**config.mk**
```make
export PLATFORM = sky130hd
export DESIGN_NAME = mem_access_ctrl
export DESIGN_NICKNAME = d
export VERILOG_FILES = /design/src/rtl/mem_ctrl_pkg.sv /design/src/rtl/access_timer.sv /design/src/rtl/mem_access_ctrl.sv
export SDC_FILE = /design/constraint.sdc
export NUM_CORES = 1
export LEC_CHECK = 0
export CORE_ASPECT_RATIO = 1.1
export CORE_MARGIN = 8
export CORE_UTILIZATION = 37
export CTS_CLUSTER_SIZE = 28
export DETAILED_ROUTE_END_ITERATION = 10
export PLACE_DENSITY = 0.77
export SLEW_MARGIN = 5
export SYNTH_ARGS = -nofsm -noshare
export SYNTH_HDL_FRONTEND = slang
export SYNTH_SLANG_ARGS = --single-unit
```
**constraint.sdc**
```tcl
create_clock -name clk -period 6.12 [get_ports clk]
set_input_delay 0.918 -clock clk [delete_from_list [all_inputs] [get_ports clk]]
set_output_delay 0.918 -clock clk [all_outputs]
set_load 0.01 [all_outputs]
```
**src/rtl/mem_ctrl_pkg.sv**
```systemverilog
// mem_ctrl_pkg
// Shared types and constants for the LEGv8 data-memory access sequencer.
//   mac_state_t : sequencer states (IDLE, REQ, DONE, ERR)
//   XFER_BYTE   : transfer-size encoding for a single byte (LDURB/STURB)
//   XFER_DWORD  : transfer-size encoding for a doubleword (LDUR/STUR)
package mem_ctrl_pkg;

    typedef enum logic [1:0] {
        IDLE = 2'd0,
        REQ  = 2'd1,
        DONE = 2'd2,
        ERR  = 2'd3
    } mac_state_t;

    localparam logic [3:0] XFER_BYTE  = 4'b0001;
    localparam logic [3:0] XFER_DWORD = 4'b1000;

endpackage

```
**src/rtl/access_timer.sv**
```systemverilog
// access_timer
// Clearable, enabled up-counter that flags when it has reached TIMEOUT-1.
// Used to bound the number of cycles a memory request may wait for an ack.
// Ports:
//   clk   : system clock, rising edge
//   reset : asynchronous active-high reset
//   clr_i : synchronous clear (has priority over enable)
//   en_i  : count enable
//   tc_o  : terminal count, high while the count equals TIMEOUT-1
module access_timer #(
    parameter int TIMEOUT = 16
) (
    input  logic clk,
    input  logic reset,
    input  logic clr_i,
    input  logic en_i,
    output logic tc_o
);

    localparam int CW = $clog2(TIMEOUT);
    localparam logic [CW-1:0] LAST = CW'(TIMEOUT - 1);

    logic [CW-1:0] cnt_q;

    // Counter register: clear wins over enable so a fresh access always
    // starts from zero.
    always_ff @(posedge clk or posedge reset) begin
        if (reset) begin
            cnt_q <= '0;
        end else if (clr_i) begin
            cnt_q <= '0;
        end else if (en_i) begin
            cnt_q <= cnt_q + CW'(1);
        end
    end

    assign tc_o = (cnt_q == LAST);

endmodule

```
**src/rtl/mem_access_ctrl.sv**
```systemverilog
// mem_access_ctrl
// Multi-cycle data-memory access sequencer for the LEGv8 execute stage.
// Accepts a load/store from decode, runs a req/ack handshake with a
// variable-latency data memory, stalls the PC until the access retires,
// zero-extends byte loads, rejects illegal requests and bounds every
// access with a timeout.
// Ports:
//   clk, reset          : clock and asynchronous active-high reset
//   mem_read, mem_write : load / store in execute
//   xfer_size, ldurb    : transfer size in bytes, byte-load zero-extend flag
//   addr, wdata         : effective address and store data
//   stall               : hold PC / instruction this cycle
//   rdata, done         : load result and one-cycle retire pulse
//   err, err_sticky     : one-cycle abort pulse and its sticky record
//   dm_req, dm_we, dm_addr, dm_wdata, dm_size : registered memory request
//   dm_ack, dm_rdata    : memory completion and read data
module mem_access_ctrl #(
    parameter int TIMEOUT = 16,
    parameter int ADDR_W  = 64,
    parameter int DATA_W  = 64
) (
    input  logic              clk,
    input  logic              reset,
    input  logic              mem_read,
    input  logic              mem_write,
    input  logic [3:0]        xfer_size,
    input  logic              ldurb,
    input  logic [ADDR_W-1:0] addr,
    input  logic [DATA_W-1:0] wdata,
    output logic              stall,
    output logic [DATA_W-1:0] rdata,
    output logic              done,
    output logic              err,
    output logic              err_sticky,
    output logic              dm_req,
    output logic              dm_we,
    output logic [ADDR_W-1:0] dm_addr,
    output logic [DATA_W-1:0] dm_wdata,
    output logic [3:0]        dm_size,
    input  logic              dm_ack,
    input  logic [DATA_W-1:0] dm_rdata
);

    import mem_ctrl_pkg::*;

    mac_state_t        state_q, state_d;
    logic              req_any, size_ok, legal, accept;
    logic              timer_clr, timer_en, timer_tc;
    logic              dm_req_q, dm_we_q, ldurb_q, err_sticky_q;
    logic [ADDR_W-1:0] addr_q;
    logic [DATA_W-1:0] wdata_q, rdata_q;
    logic [3:0]        size_q;

    // A doubleword must be 8-byte aligned; a byte may sit anywhere.
    assign req_any = mem_read | mem_write;
    assign size_ok = (xfer_size == XFER_BYTE) ||
                     ((xfer_size == XFER_DWORD) && (addr[2:0] == 3'b000));
    assign legal   = (mem_read ^ mem_write) && size_ok;
    assign accept  = (state_q == IDLE) && req_any && legal;

    access_timer #(
        .TIMEOUT(TIMEOUT)
    ) u_timer (
        .clk   (clk),
        .reset (reset),
        .clr_i (timer_clr),
        .en_i  (timer_en),
        .tc_o  (timer_tc)
    );

    // State register.
    always_ff @(posedge clk or posedge reset) begin
        if (reset) begin
            state_q <= IDLE;
        end else begin
            state_q <= state_d;
        end
    end

    // Next-state logic. An ack is checked before the timeout so that an
    // ack in the last allowed REQ cycle still completes the access.
    always_comb begin
        state_d = state_q;
        case (state_q)
            IDLE: begin
                if (req_any) begin
                    state_d = legal ? REQ : ERR;
                end
            end
            REQ: begin
                if (dm_ack) begin
                    state_d = DONE;
                end else if (timer_tc) begin
                    state_d = ERR;
                end
            end
            DONE:    state_d = IDLE;
            ERR:     state_d = IDLE;
            default: state_d = IDLE;
        endcase
    end

    // Output decode. The timer is held clear while idle so every access
    // starts counting from zero in its first REQ cycle.
    always_comb begin
        stall     = 1'b0;
        done      = 1'b0;
        err       = 1'b0;
        rdata     = '0;
        timer_clr = 1'b0;
        timer_en  = 1'b0;
        case (state_q)
            IDLE: begin
                stall     = req_any;
                timer_clr = 1'b1;
            end
            REQ: begin
                stall    = 1'b1;
                timer_en = ~dm_ack;
            end
            DONE: begin
                done  = 1'b1;
                rdata = rdata_q;
            end
            ERR: begin
                err = 1'b1;
            end
            default: begin
                stall = 1'b0;
            end
        endcase
    end

    // Request latches and memory-side outputs. dm_req/dm_we follow the
    // next state so they are already registered in the first REQ cycle.
    always_ff @(posedge clk or posedge reset) begin
        if (reset) begin
            dm_req_q     <= 1'b0;
            dm_we_q      <= 1'b0;
            ldurb_q      <= 1'b0;
            addr_q       <= '0;
            wdata_q      <= '0;
            size_q       <= '0;
            rdata_q      <= '0;
            err_sticky_q <= 1'b0;
        end else begin
            dm_req_q <= (state_d == REQ);
            if (state_d != REQ) begin
                dm_we_q <= 1'b0;
            end else if (accept) begin
                dm_we_q <= mem_write;
            end
            if (accept) begin
                addr_q  <= addr;
                wdata_q <= wdata;
                size_q  <= xfer_size;
                ldurb_q <= ldurb;
            end
            // Stores retire with a zero result; byte loads are zero-extended.
            if ((state_q == REQ) && dm_ack) begin
                if (dm_we_q) begin
                    rdata_q <= '0;
                end else if (ldurb_q) begin
                    rdata_q <= {{(DATA_W-8){1'b0}}, dm_rdata[7:0]};
                end else begin
                    rdata_q <= dm_rdata;
                end
            end
            if (state_d == ERR) begin
                err_sticky_q <= 1'b1;
            end
        end
    end

    assign dm_req     = dm_req_q;
    assign dm_we      = dm_we_q;
    assign dm_addr    = addr_q;
    assign dm_wdata   = wdata_q;
    assign dm_size    = size_q;
    assign err_sticky = err_sticky_q;

endmodule

```
Word-level counts from Yosys, hierarchy flattened
Index checks and enable logic that the tools add are counted.
- $add $sub $neg: 1
- multiply operators: 0
- divide/modulo/power cells: 0
- order comparisons: 0
- equal/unequal tests: 9
- shifts and indexed selects: 0
- muxes and demuxes: 17
- bitwise gates (word level): 3
- reduce and logical (&&, ||, !) cells: 11
- operator list (cell ; number):
    2-to-1 mux 64 bit ; 3
    == test 4 bit (second input constant) ; 2
    2-to-1 mux 2 bit ; 4
    2-to-1 mux 4 bit ; 2
    == test 2 bit (second input constant) ; 3
    2-to-1 mux 1 bit ; 6
    case mux 2 bit (3 select lines) ; 1
    logical AND 1 bit ; 5
    adder 4 x 1 -> 4 bit (second input constant) ; 1
    == test 2 x 1 -> 1 bit (second input constant) ; 2
    == test 4 x 1 -> 1 bit (second input constant) ; 1
    nonzero test 2 bit ; 2
    zero test 3 bit ; 1
    zero test 2 bit ; 1
    inequality test 2 x 1 -> 1 bit (second input constant) ; 1
    case mux 1 bit (2 select lines) ; 1
    OR reduction 2 bit ; 1
    logical OR 1 bit ; 1
    NOT 1 bit ; 1
    bitwise OR 1 bit ; 1
    bitwise XOR 1 bit ; 1
- register bits: 206
- latch bits: 0
- memory bits (writable): 0
- bits in read-only memories: 0
- output and inout bits: 202
- word-level logic and storage cells: 51
- memories kept: 0

Depth between registers and ports, before layout
Gate-level depths: netlist (run 1).
- word-level depth: 9
- depth in mapped cells: 7
- mapped depth without buffers: 5

Hierarchy
Synthesis (run 1) repeated with hierarchy kept, for this count alone.
- cells, all modules: 680
- area, all modules: 8361.8 µm²
- modules (own cells, without submodules) (module ; times used ; cells each ; area each (µm²) ; seq. area each (µm²)):
    mem_access_ctrl ; 1 ; 662 ; 8159.1 ; 5054.8
    access_timer ; 1 ; 18 ; 202.7 ; 100.1

Worst setup path before layout (run 1)
Ideal clock, no wire load.
- path kind: input to register
- start point: in mem_read
- end point: reg addr_q[0], in the netlist dm_addr[0]
- arrival time: 2.595 ns
- path slack: 3.397 ns
- stages: 7
- path buffers: 2
- path through: inv_1 -> ha_1 -> or4_1 -> nor4_2 -> buf_4 -> buf_6 -> mux2_1
- longest elaborated chain between the ends: 3
- ends and longest elaborated chain (element ; line ; source):
    start, declared ; mem_access_ctrl.sv:24 ; input logic mem_read,
    bitwise OR 1 bit or bitwise XOR 1 bit (tied branches) ; mem_access_ctrl.sv:55, mem_access_ctrl.sv:58 ;
    logical AND 1 bit, on equally long branches ; mem_access_ctrl.sv:59, mem_access_ctrl.sv:58 ;
    logical AND 1 bit (*) ; mem_access_ctrl.sv:59 ; assign accept = (state_q == IDLE) && req_any && legal;
    end signal, assigned ; mem_access_ctrl.sv:154 ; addr_q <= addr;
    end, declared ; mem_access_ctrl.sv:50 ; logic [ADDR_W-1:0] addr_q;
Mark *: on every way between the ends. The rest lies on a longest branch, timed or not.
A chain may end at the register's enable or synchronous reset.

Final worst setup path (run 1)
- start point: reg state_q[1]
- end point: out rdata[12]
- longest elaborated chain between the ends: 2
- ends and longest elaborated chain (element ; line ; source):
    start, declared ; mem_access_ctrl.sv:46 ; mac_state_t state_q, state_d;
    start signal, assigned ; mem_access_ctrl.sv:76 ; state_q <= state_d;
    == test 2 bit ; mem_access_ctrl.sv:112 ; case (state_q)
    2-to-1 mux 64 bit ; mem_access_ctrl.sv:112 ;
    end, declared ; mem_access_ctrl.sv:31 ; output logic [DATA_W-1:0] rdata,
Every way passes these cells.

==> metrics.txt, run 1 <==
# TYPE chip_impl_metric gauge
chip_impl_metric{name="cts-htree-levels",unit=""} 1
chip_impl_info{name="outcome",value="complete, no violations"} 1
chip_impl_metric{name="reg2reg_depth",unit=""} 4
chip_impl_metric{name="core_area",unit="sq mm"} 0.02257
chip_impl_metric{name="holdWs",unit="ps"} 467.6
chip_impl_metric{name="power.switching_fraction",unit="%"} 31.19
chip_impl_metric{name="post_drt_via_cell_ratio",unit=""} 4.642
chip_impl_metric{name="port_buffers",unit=""} 403
chip_impl_metric{name="layout.nets",unit=""} 1280
chip_impl_metric{name="boundaryPins",unit=""} 404
chip_impl_metric{name="chipHeight",unit="um"} 174.0
chip_impl_info{name="kind_of_capture_point_of_the_worst_setup_path",value="output pin"} 1
chip_impl_metric{name="starting_density_of_the_core",unit="%"} 37.23
chip_impl_metric{name="clk_pin_slew",unit="ps"} 60
chip_impl_metric{name="grt-ovfl-total",unit=""} 0
chip_impl_metric{name="routed_wl",unit="um"} 26750
chip_impl_metric{name="fillCellCount",unit=""} 1837
chip_impl_metric{name="switchingPower",unit="mW"} 1.835
chip_impl_metric{name="pwr-share-seq",unit="%"} 38.0
chip_impl_metric{name="xor_and_xnor_area_share_after_synthesis",unit="%"} 0
chip_impl_metric{name="global_route_wire_length_before_repair",unit="um"} 41080
chip_impl_metric{name="power.ir.vdd_worst",unit="uV"} 289.2
chip_impl_metric{name="remaining_drc_errors",unit=""} 0
chip_impl_info{name="min-delay-path-class",value="register to register"} 1
chip_impl_metric{name="clock_insertion_delay_worst_skew",unit="ps"} 510
chip_impl_metric{name="grt_usage",unit="%"} 18.64
chip_impl_metric{name="dr_wl_met2",unit="um"} 14050
chip_impl_info{name="startpoint",value="state_q[1]$_DFF_PP0_"} 1
chip_impl_metric{name="synth_area",unit="sq mm"} 0.008402
chip_impl_metric{name="final.period_utilization",unit="%"} 64.09
chip_impl_info{name="timing.critical_path.slowest_stage_cell",value="nor2b_4"} 1
chip_impl_info{name="tritoncts",value="done"} 1
chip_impl_metric{name="holdBufCountCts",unit=""} 0
chip_impl_metric{name="detailroute.wirelength.met3",unit="um"} 2293
chip_impl_metric{name="hold-path-cell-count",unit=""} 2
chip_impl_metric{name="clock.fmax",unit="MHz"} 255.0
chip_impl_metric{name="grt_max_degree",unit=""} 130
chip_impl_metric{name="required",unit="ps"} 5200
chip_impl_metric{name="cellPowerDensity",unit="mW/mm^2"} 438.7
chip_impl_metric{name="detailedRoute.firstIterationViolations",unit=""} 244
chip_impl_metric{name="synth.yosys.seq_area_share",unit="%"} 61.36
chip_impl_metric{name="synth_compound_gate_area_share",unit="%"} 4.780
chip_impl_metric{name="clkSinkCount",unit=""} 206
chip_impl_metric{name="pint",unit="mW"} 4.049
chip_impl_metric{name="pwr-share-clk",unit="%"} 23.4
chip_impl_metric{name="ys_seq_elements",unit=""} 206
chip_impl_metric{name="setup_viol",unit=""} 0
chip_impl_metric{name="max_stage_delay",unit="ps"} 1020
chip_impl_metric{name="route.detailed.wl_per_inst",unit="um"} 19.20
chip_impl_metric{name="final_cell_area",unit="sq mm"} 0.01341
chip_impl_metric{name="first_pass_iters",unit=""} 4
chip_impl_metric{name="met1_length",unit="um"} 9821
chip_impl_metric{name="first_global_vias",unit=""} 6951
chip_impl_metric{name="final_number_of_hold_violating_endpoints",unit=""} 0
chip_impl_metric{name="pre_cts_ws",unit="ps"} 2494
chip_impl_metric{name="yosys-mux-area-fraction",unit="%"} 17.80
chip_impl_metric{name="cts_setup_buffers",unit=""} 0
chip_impl_metric{name="worst-endpoint-arrival",unit="ps"} 3000
chip_impl_metric{name="maximum_capacitance_violations",unit=""} 0
chip_impl_info{name="timing.rr.start",value="state_q[1]$_DFF_PP0_"} 1
chip_impl_metric{name="netlist-cell-type-count",unit=""} 33
chip_impl_metric{name="dieWidth",unit="um"} 159.7
chip_impl_metric{name="finalSetupTns",unit="ps"} 0
chip_impl_metric{name="power.combinational.fraction",unit="%"} 38.6
chip_impl_metric{name="maxSlewViolCount",unit=""} 0
chip_impl_metric{name="yosysWarnings",unit=""} 0
chip_impl_info{name="combinational_family_with_the_most_area_after_synthesis",value="multiplexers"} 1
chip_impl_metric{name="grt_antenna_before_repair",unit=""} 2
chip_impl_metric{name="post_dp_area",unit="sq mm"} 0.01265
chip_impl_info{name="final_common_cell",value="clkdlybuf4s50_1"} 1
chip_impl_metric{name="syn_avg_cell_area",unit="sq um"} 12.23
chip_impl_metric{name="total_leakage_power",unit="nW"} 5.957
chip_impl_metric{name="die_area",unit="sq mm"} 0.02779
chip_impl_info{name="grt_setup_unrepaired",value="no"} 1
chip_impl_metric{name="ctsResizeCount",unit=""} 0
chip_impl_metric{name="mappedNetlistNets",unit=""} 891
chip_impl_info{name="timing.critical_path.cells",value="nor2b_4 > and2_1 > clkdlybuf4s50_1"} 1
chip_impl_metric{name="minimum_setup_slack_in_the_final_design",unit="ps"} 2198
chip_impl_metric{name="final_core_util",unit="%"} 59.42
chip_impl_metric{name="routed-via-count",unit=""} 6467
chip_impl_metric{name="rows",unit=""} 58
chip_impl_metric{name="slew_headroom",unit="%"} 21.02
chip_impl_info{name="highest-signal-layer",value="met4"} 1
chip_impl_info{name="clock_root_buffer",value="clkbuf_16"} 1
chip_impl_metric{name="fraction_of_layout_instances_using_a_drive_strength_above_1",unit="%"} 8.066
chip_impl_metric{name="simple_gate_share_of_the_synthesized_area",unit="%"} 12.72
chip_impl_metric{name="post_synth_adder_cell_area",unit="%"} 0.2978
chip_impl_metric{name="actual_transition_at_the_worst_max_transition_pin",unit="ps"} 1182
chip_impl_info{name="layout_common_cells",value="clkdlybuf4s50_1, dfrtp_1, nand2_1, mux2_1, o21ai_0"} 1
chip_impl_metric{name="final_critical_delay_including_setup_and_external_delays",unit="ps"} 3922
chip_impl_metric{name="finalWeightedCongestion",unit=""} 0.7746
chip_impl_info{name="hold_path_startpoint",value="rdata_q[35]$_DFFE_PP0P_"} 1
chip_impl_metric{name="critical_path.max_fanout",unit=""} 65
chip_impl_info{name="timing.critical_path.from_type",value="register"} 1
chip_impl_metric{name="netlist_instances",unit=""} 687
chip_impl_info{name="critPathKind",value="register to output pin"} 1
chip_impl_metric{name="cts_buffer_depth",unit=""} 3
chip_impl_metric{name="detailedPlacementHpwl",unit="um"} 19770
chip_impl_metric{name="drtAntennaViolNets",unit=""} 0
chip_impl_metric{name="numCtsBuffers",unit=""} 22
chip_impl_metric{name="syn2layout_area_growth",unit="%"} 59.63
chip_impl_metric{name="fin_skew",unit="ps"} 17.08
## critical path, delay by kind of cell (launching register included)
| kind | cells | cell delay, ps |
|---|---|---|
| AND/OR/NAND/NOR | 2 | 1250 |
| flip-flops | 1 | 600 |
| buffers and inverters | 1 | 610 |
## state kept, by name (all words and copies together) (netlist names)
signal and cells:
dm_addr 64, dm_wdata 64, rdata_q 64, dm_size 4, u_timer.cnt_q 4, state_q 2
dm_req 1, dm_we 1, err_sticky 1, ldurb_q 1
## routing by layer
layer,track usage [%],vias to the layer above
met3,6.577,35
li1,-,3067
met5,0,-
met1,19.89,3146
met4,5.193,0
met2,34.10,219
## power by group through the flow
stage	logic, mW	clock network [mW]	registers, mW
6_report	2.27	1.38	2.24
5_1_grt	2.46	1.46	2.32
4_1_cts	2.32	1.41	2.24
3_5_place_dp	2.30	0	2.26
3_3_place_gp	2.26	0	2.22
2_1_floorplan	0.780	0	2.37
## Yosys cell counts (all sizes together)
library cell / count / share of area [%]
a22oi: 1 / 0.089
and2: 67 / 5.0
and3: 1 / 0.075
nor3: 2 / 0.12
nand4b: 1 / 0.10
or3: 1 / 0.075
a21oi: 3 / 0.18
ha: 2 / 0.30
o41a: 1 / 0.13
nand3b: 1 / 0.089
or4: 2 / 0.18
a22o: 1 / 0.10
nand2b: 10 / 0.74
dfrtp: 206 / 61
nor2b: 2 / 0.15
o21ai: 69 / 4.1
clkbuf: 28 / 1.3
or2: 1 / 0.075
nand2: 124 / 5.5
mux2i: 2 / 0.24
inv: 4 / 0.18
nor2: 6 / 0.27
buf: 16 / 1.6
a21boi: 1 / 0.089
nor3b: 1 / 0.089
nor4: 2 / 0.22
o22ai: 1 / 0.075
mux2: 131 / 18
## layout make-up
class / count / area, sq um / share of cell area (%)
antenna: 2 / 5.005 / 0.03732
sequential: 206 / 5155 / 38.44
clock inverter: 5 / 86.33 / 0.6437
tap: 300 / 375.4 / 2.799
timing repair buffer: 409 / 4091 / 30.51
multi-input combinational: 433 / 3014 / 22.47
inverter: 4 / 18.77 / 0.1399
clock buffer: 34 / 665.6 / 4.963
## per-stage QoR
step	cells	power (mW)
CTS	1391	5.970
global route	1393	6.236
finish	1393	5.884
detailed placement	1352	4.556
floorplan	687	3.150
global placement	1352	4.487
## cell families (layout without fill, tap and decap cells)
family                   Yosys count  in the layout
AO/OA/AOI/OAI                     77             77
adder cells (fa/ha/maj)            2              2
buffers and inverters             48            452
flip-flops                       206            206
multiplexers                     133            133
other                              0              2
AND/OR/NAND/NOR                  221            221
## path summary, 6_finish.rpt
path | to | slack, ps
max | rdata[12] | 2200
min | rdata_q[35]$_DFFE_PP0P_ | 470
max reg2reg | dm_wdata[22]$_DFFE_PP0P_ | 3520
min reg2reg | rdata_q[35]$_DFFE_PP0P_ | 470
max in group asynchronous | dm_addr[8]$_DFFE_PP0P_ | 3740
min in group asynchronous | dm_addr[20]$_DFFE_PP0P_ | 970
Note: power is estimated with default switching activity, not from simulation.
==> run 2, diff against run 1 <==
Clock period 6.12 ns to 3.2 ns, I/O delays scaled along.
==> run 2 against run 1 <==
Net effect: register-to-register slack worse by 2700 ps; global-route usage is 0.50 points higher; setup slack worse by 1900 ps; worst hold slack worse by 0.56 ps; cell count is 1.3% higher; non-clock buffer count is 15 higher; final area is 2.5% higher; first-iteration DRC count is 0.82% lower; sequential power is 90% higher; clock skew is 2.3 ps lower; clock power is 110% higher; sequential share of layout area is 0.95 points lower.
==> metrics.txt, run 2 (same netlist as run 1, synthesis figures left out) <==
# TYPE chip_impl_metric gauge
chip_impl_metric{name="gr-usage-met2",unit="%"} 34.78
chip_impl_metric{name="fraction_of_layout_instances_using_a_drive_strength_above_1",unit="%"} 9.721
chip_impl_metric{name="remaining_drc_errors",unit=""} 0
chip_impl_metric{name="finalSetupTns",unit="ps"} 0
chip_impl_metric{name="power.ir.vdd_worst",unit="uV"} 675.1
chip_impl_metric{name="fin_skew",unit="ps"} 14.81
chip_impl_metric{name="ctsResizeCount",unit=""} 0
chip_impl_metric{name="power.switching_fraction",unit="%"} 30.68
chip_impl_metric{name="holdWs",unit="ps"} 467.0
chip_impl_metric{name="port_buffers",unit=""} 403
chip_impl_metric{name="switchingPower",unit="mW"} 3.579
chip_impl_metric{name="starting_density_of_the_core",unit="%"} 37.23
chip_impl_metric{name="detailedRoute.firstIterationViolations",unit=""} 242
chip_impl_info{name="top_usage_layer",value="met2"} 1
chip_impl_info{name="timing.critical_path.from_type",value="register"} 1
chip_impl_metric{name="cts_buffer_depth",unit=""} 3
chip_impl_info{name="final_common_cell",value="clkdlybuf4s50_1"} 1
chip_impl_metric{name="area.sequential",unit="sq mm"} 0.005155
chip_impl_metric{name="global_route_wire_length_before_repair",unit="um"} 42240
chip_impl_metric{name="syn2layout_area_growth",unit="%"} 63.68
chip_impl_metric{name="grt_antenna_before_repair",unit=""} 0
chip_impl_metric{name="pint",unit="mW"} 8.087
chip_impl_metric{name="global_route.usage.met3",unit="%"} 6.908
chip_impl_metric{name="chipHeight",unit="um"} 174.0
chip_impl_metric{name="route.detailed.wl_per_inst",unit="um"} 19.21
chip_impl_metric{name="rows",unit=""} 58
chip_impl_metric{name="numCtsBuffers",unit=""} 24
chip_impl_metric{name="total_leakage_power",unit="nW"} 6.122
chip_impl_info{name="layout_common_cells",value="clkdlybuf4s50_1, dfrtp_1, nand2_1, mux2_1, o21ai_0"} 1
chip_impl_metric{name="cts-htree-levels",unit=""} 1
chip_impl_metric{name="fillCellCount",unit=""} 1803
chip_impl_metric{name="required",unit="ps"} 2720
chip_impl_info{name="tritoncts",value="done"} 1
chip_impl_metric{name="cellPowerDensity",unit="mW/mm^2"} 848.2
chip_impl_metric{name="power.combinational.fraction",unit="%"} 38.1
chip_impl_metric{name="pwr-share-seq",unit="%"} 36.5
chip_impl_info{name="critPathKind",value="register to output pin"} 1
chip_impl_metric{name="core_area",unit="sq mm"} 0.02257
chip_impl_metric{name="antenna-diode-count",unit=""} 0
chip_impl_metric{name="slew_headroom",unit="%"} 57.82
chip_impl_metric{name="cts_setup_buffers",unit=""} 0
chip_impl_metric{name="clk_pin_slew",unit="ps"} 60
chip_impl_metric{name="layout.nets",unit=""} 1297
chip_impl_metric{name="final_number_of_hold_violating_endpoints",unit=""} 0
chip_impl_metric{name="post_drt_via_cell_ratio",unit=""} 4.613
chip_impl_metric{name="grt-ovfl-total",unit=""} 0
chip_impl_metric{name="routed-via-count",unit=""} 6509
chip_impl_metric{name="actual_transition_at_the_worst_max_transition_pin",unit="ps"} 632.7
chip_impl_metric{name="die_area",unit="sq mm"} 0.02779
chip_impl_metric{name="grt_usage",unit="%"} 19.15
chip_impl_metric{name="dieWidth",unit="um"} 159.7
chip_impl_metric{name="first_global_vias",unit=""} 7055
chip_impl_metric{name="boundaryPins",unit=""} 404
chip_impl_metric{name="worst-endpoint-arrival",unit="ps"} 2440
chip_impl_metric{name="clock.fmax",unit="MHz"} 342.8
chip_impl_info{name="clock_root_buffer",value="clkbuf_16"} 1
chip_impl_metric{name="multi_input_area",unit="sq mm"} 0.003014
chip_impl_info{name="grt_setup_unrepaired",value="no"} 1
chip_impl_metric{name="final.period_utilization",unit="%"} 91.16
chip_impl_metric{name="clkSinkCount",unit=""} 206
chip_impl_metric{name="maximum_capacitance_violations",unit=""} 0
chip_impl_metric{name="pwr-share-clk",unit="%"} 25.4
chip_impl_metric{name="grt_max_degree",unit=""} 129
chip_impl_metric{name="grt_util_met1",unit="%"} 20.40
chip_impl_metric{name="holdBufCountCts",unit=""} 0
chip_impl_metric{name="finalWeightedCongestion",unit=""} 0.7946
chip_impl_info{name="min-delay-path-class",value="register to register"} 1
chip_impl_metric{name="first_pass_iters",unit=""} 4
chip_impl_metric{name="maxSlewViolCount",unit=""} 0
chip_impl_info{name="outcome",value="complete, no violations"} 1
chip_impl_metric{name="drtAntennaViolNets",unit=""} 0
chip_impl_metric{name="detailedPlacementHpwl",unit="um"} 20520
chip_impl_metric{name="routed_wl",unit="um"} 27110
chip_impl_metric{name="clock_insertion_delay_worst_skew",unit="ps"} 510
chip_impl_metric{name="critical_path.max_fanout",unit=""} 44
chip_impl_info{name="kind_of_capture_point_of_the_worst_setup_path",value="output pin"} 1
chip_impl_metric{name="setup_viol",unit=""} 0
chip_impl_metric{name="final_critical_delay_including_setup_and_external_delays",unit="ps"} 2917
run 2: cell types whose count changed in the layout (fill, tap and decap cells not counted), sizes merged:
cell / previous run / this run
clkinvlp: 1 / 2
inv: 3 / 4
clkbuf: 34 / 35
bufinv: 2 / 4
diode: 2 / 0
buf: 6 / 21
run 2: path summary, 6_finish.rpt:
| kind | startpoint | to | slack, ps | cells past startpoint |
|---|---|---|---|---|
| min | rdata_q[6]$_DFFE_PP0P_ | rdata_q[6]$_DFFE_PP0P_ | 470 | 2 |
| min in group asynchronous | reset | dm_addr[23]$_DFFE_PP0P_ | 490 | 3 |
| max | state_q[0]$_DFF_PP0_ | rdata[13] | 280 | 4 |
| max reg2reg | state_q[1]$_DFF_PP0_ | dm_wdata[55]$_DFFE_PP0P_ | 830 | 6 |
| max in group asynchronous | reset | rdata_q[34]$_DFFE_PP0P_ | 2170 | 3 |
| min reg2reg | rdata_q[6]$_DFFE_PP0P_ | rdata_q[6]$_DFFE_PP0P_ | 470 | 2 |
run 2: per-stage QoR:
| step | worst slack [ps] | power, mW | utilization (%) | cell area, sq um | std cells |
|---|---|---|---|---|---|
| after floorplan | 47.74 | 6.024 | - | 8406 | 687 |
| after global placement | 244.1 | 8.667 | 57.07 | 12880 | 1367 |
| after detailed placement | 166.0 | 8.794 | 57.07 | 12880 | 1367 |
| after CTS | 210.5 | 11.85 | 60.93 | 13750 | 1411 |
| after global routing | 94.28 | 12.35 | 60.93 | 13750 | 1411 |
| final | 283.0 | 11.67 | 60.93 | 13750 | 1411 |
run 2: layout make-up:
cell class	instances	area share (%)
Timing Repair Buffer	424	31.39
Clock inverter	9	1.155
Sequential cell	206	37.49
Multi-Input combinational cell	433	21.92
Tap cell	300	2.730
Clock buffer	35	5.186
Inverter	4	0.1365
run 2: power by group through the flow:
stage | Combinational, mW | Sequential (mW) | Clock [mW]
after floorplan | 1.49 | 4.53 | 0
after global placement | 4.43 | 4.24 | 0
after detailed placement | 4.51 | 4.28 | 0
after CTS | 4.55 | 4.26 | 3.04
after global routing | 4.81 | 4.40 | 3.14
final | 4.45 | 4.26 | 2.96
run 2: metal layers:
| layer | wire length [um] | vias up |
|---|---|---|
| li1 | - | 3101 |
| met4 | 640 | 0 |
| met1 | 9833 | 3129 |
| met2 | 14300 | 245 |
| met3 | 2335 | 34 |
| met5 | 0 | - |
run 2: critical path, stage by stage, from the launching register on:
cell	delay [ps]
dfrtp_1	470
nor2b_4	460
buf_12	250
and2_1	150
clkdlybuf4s50_1	580
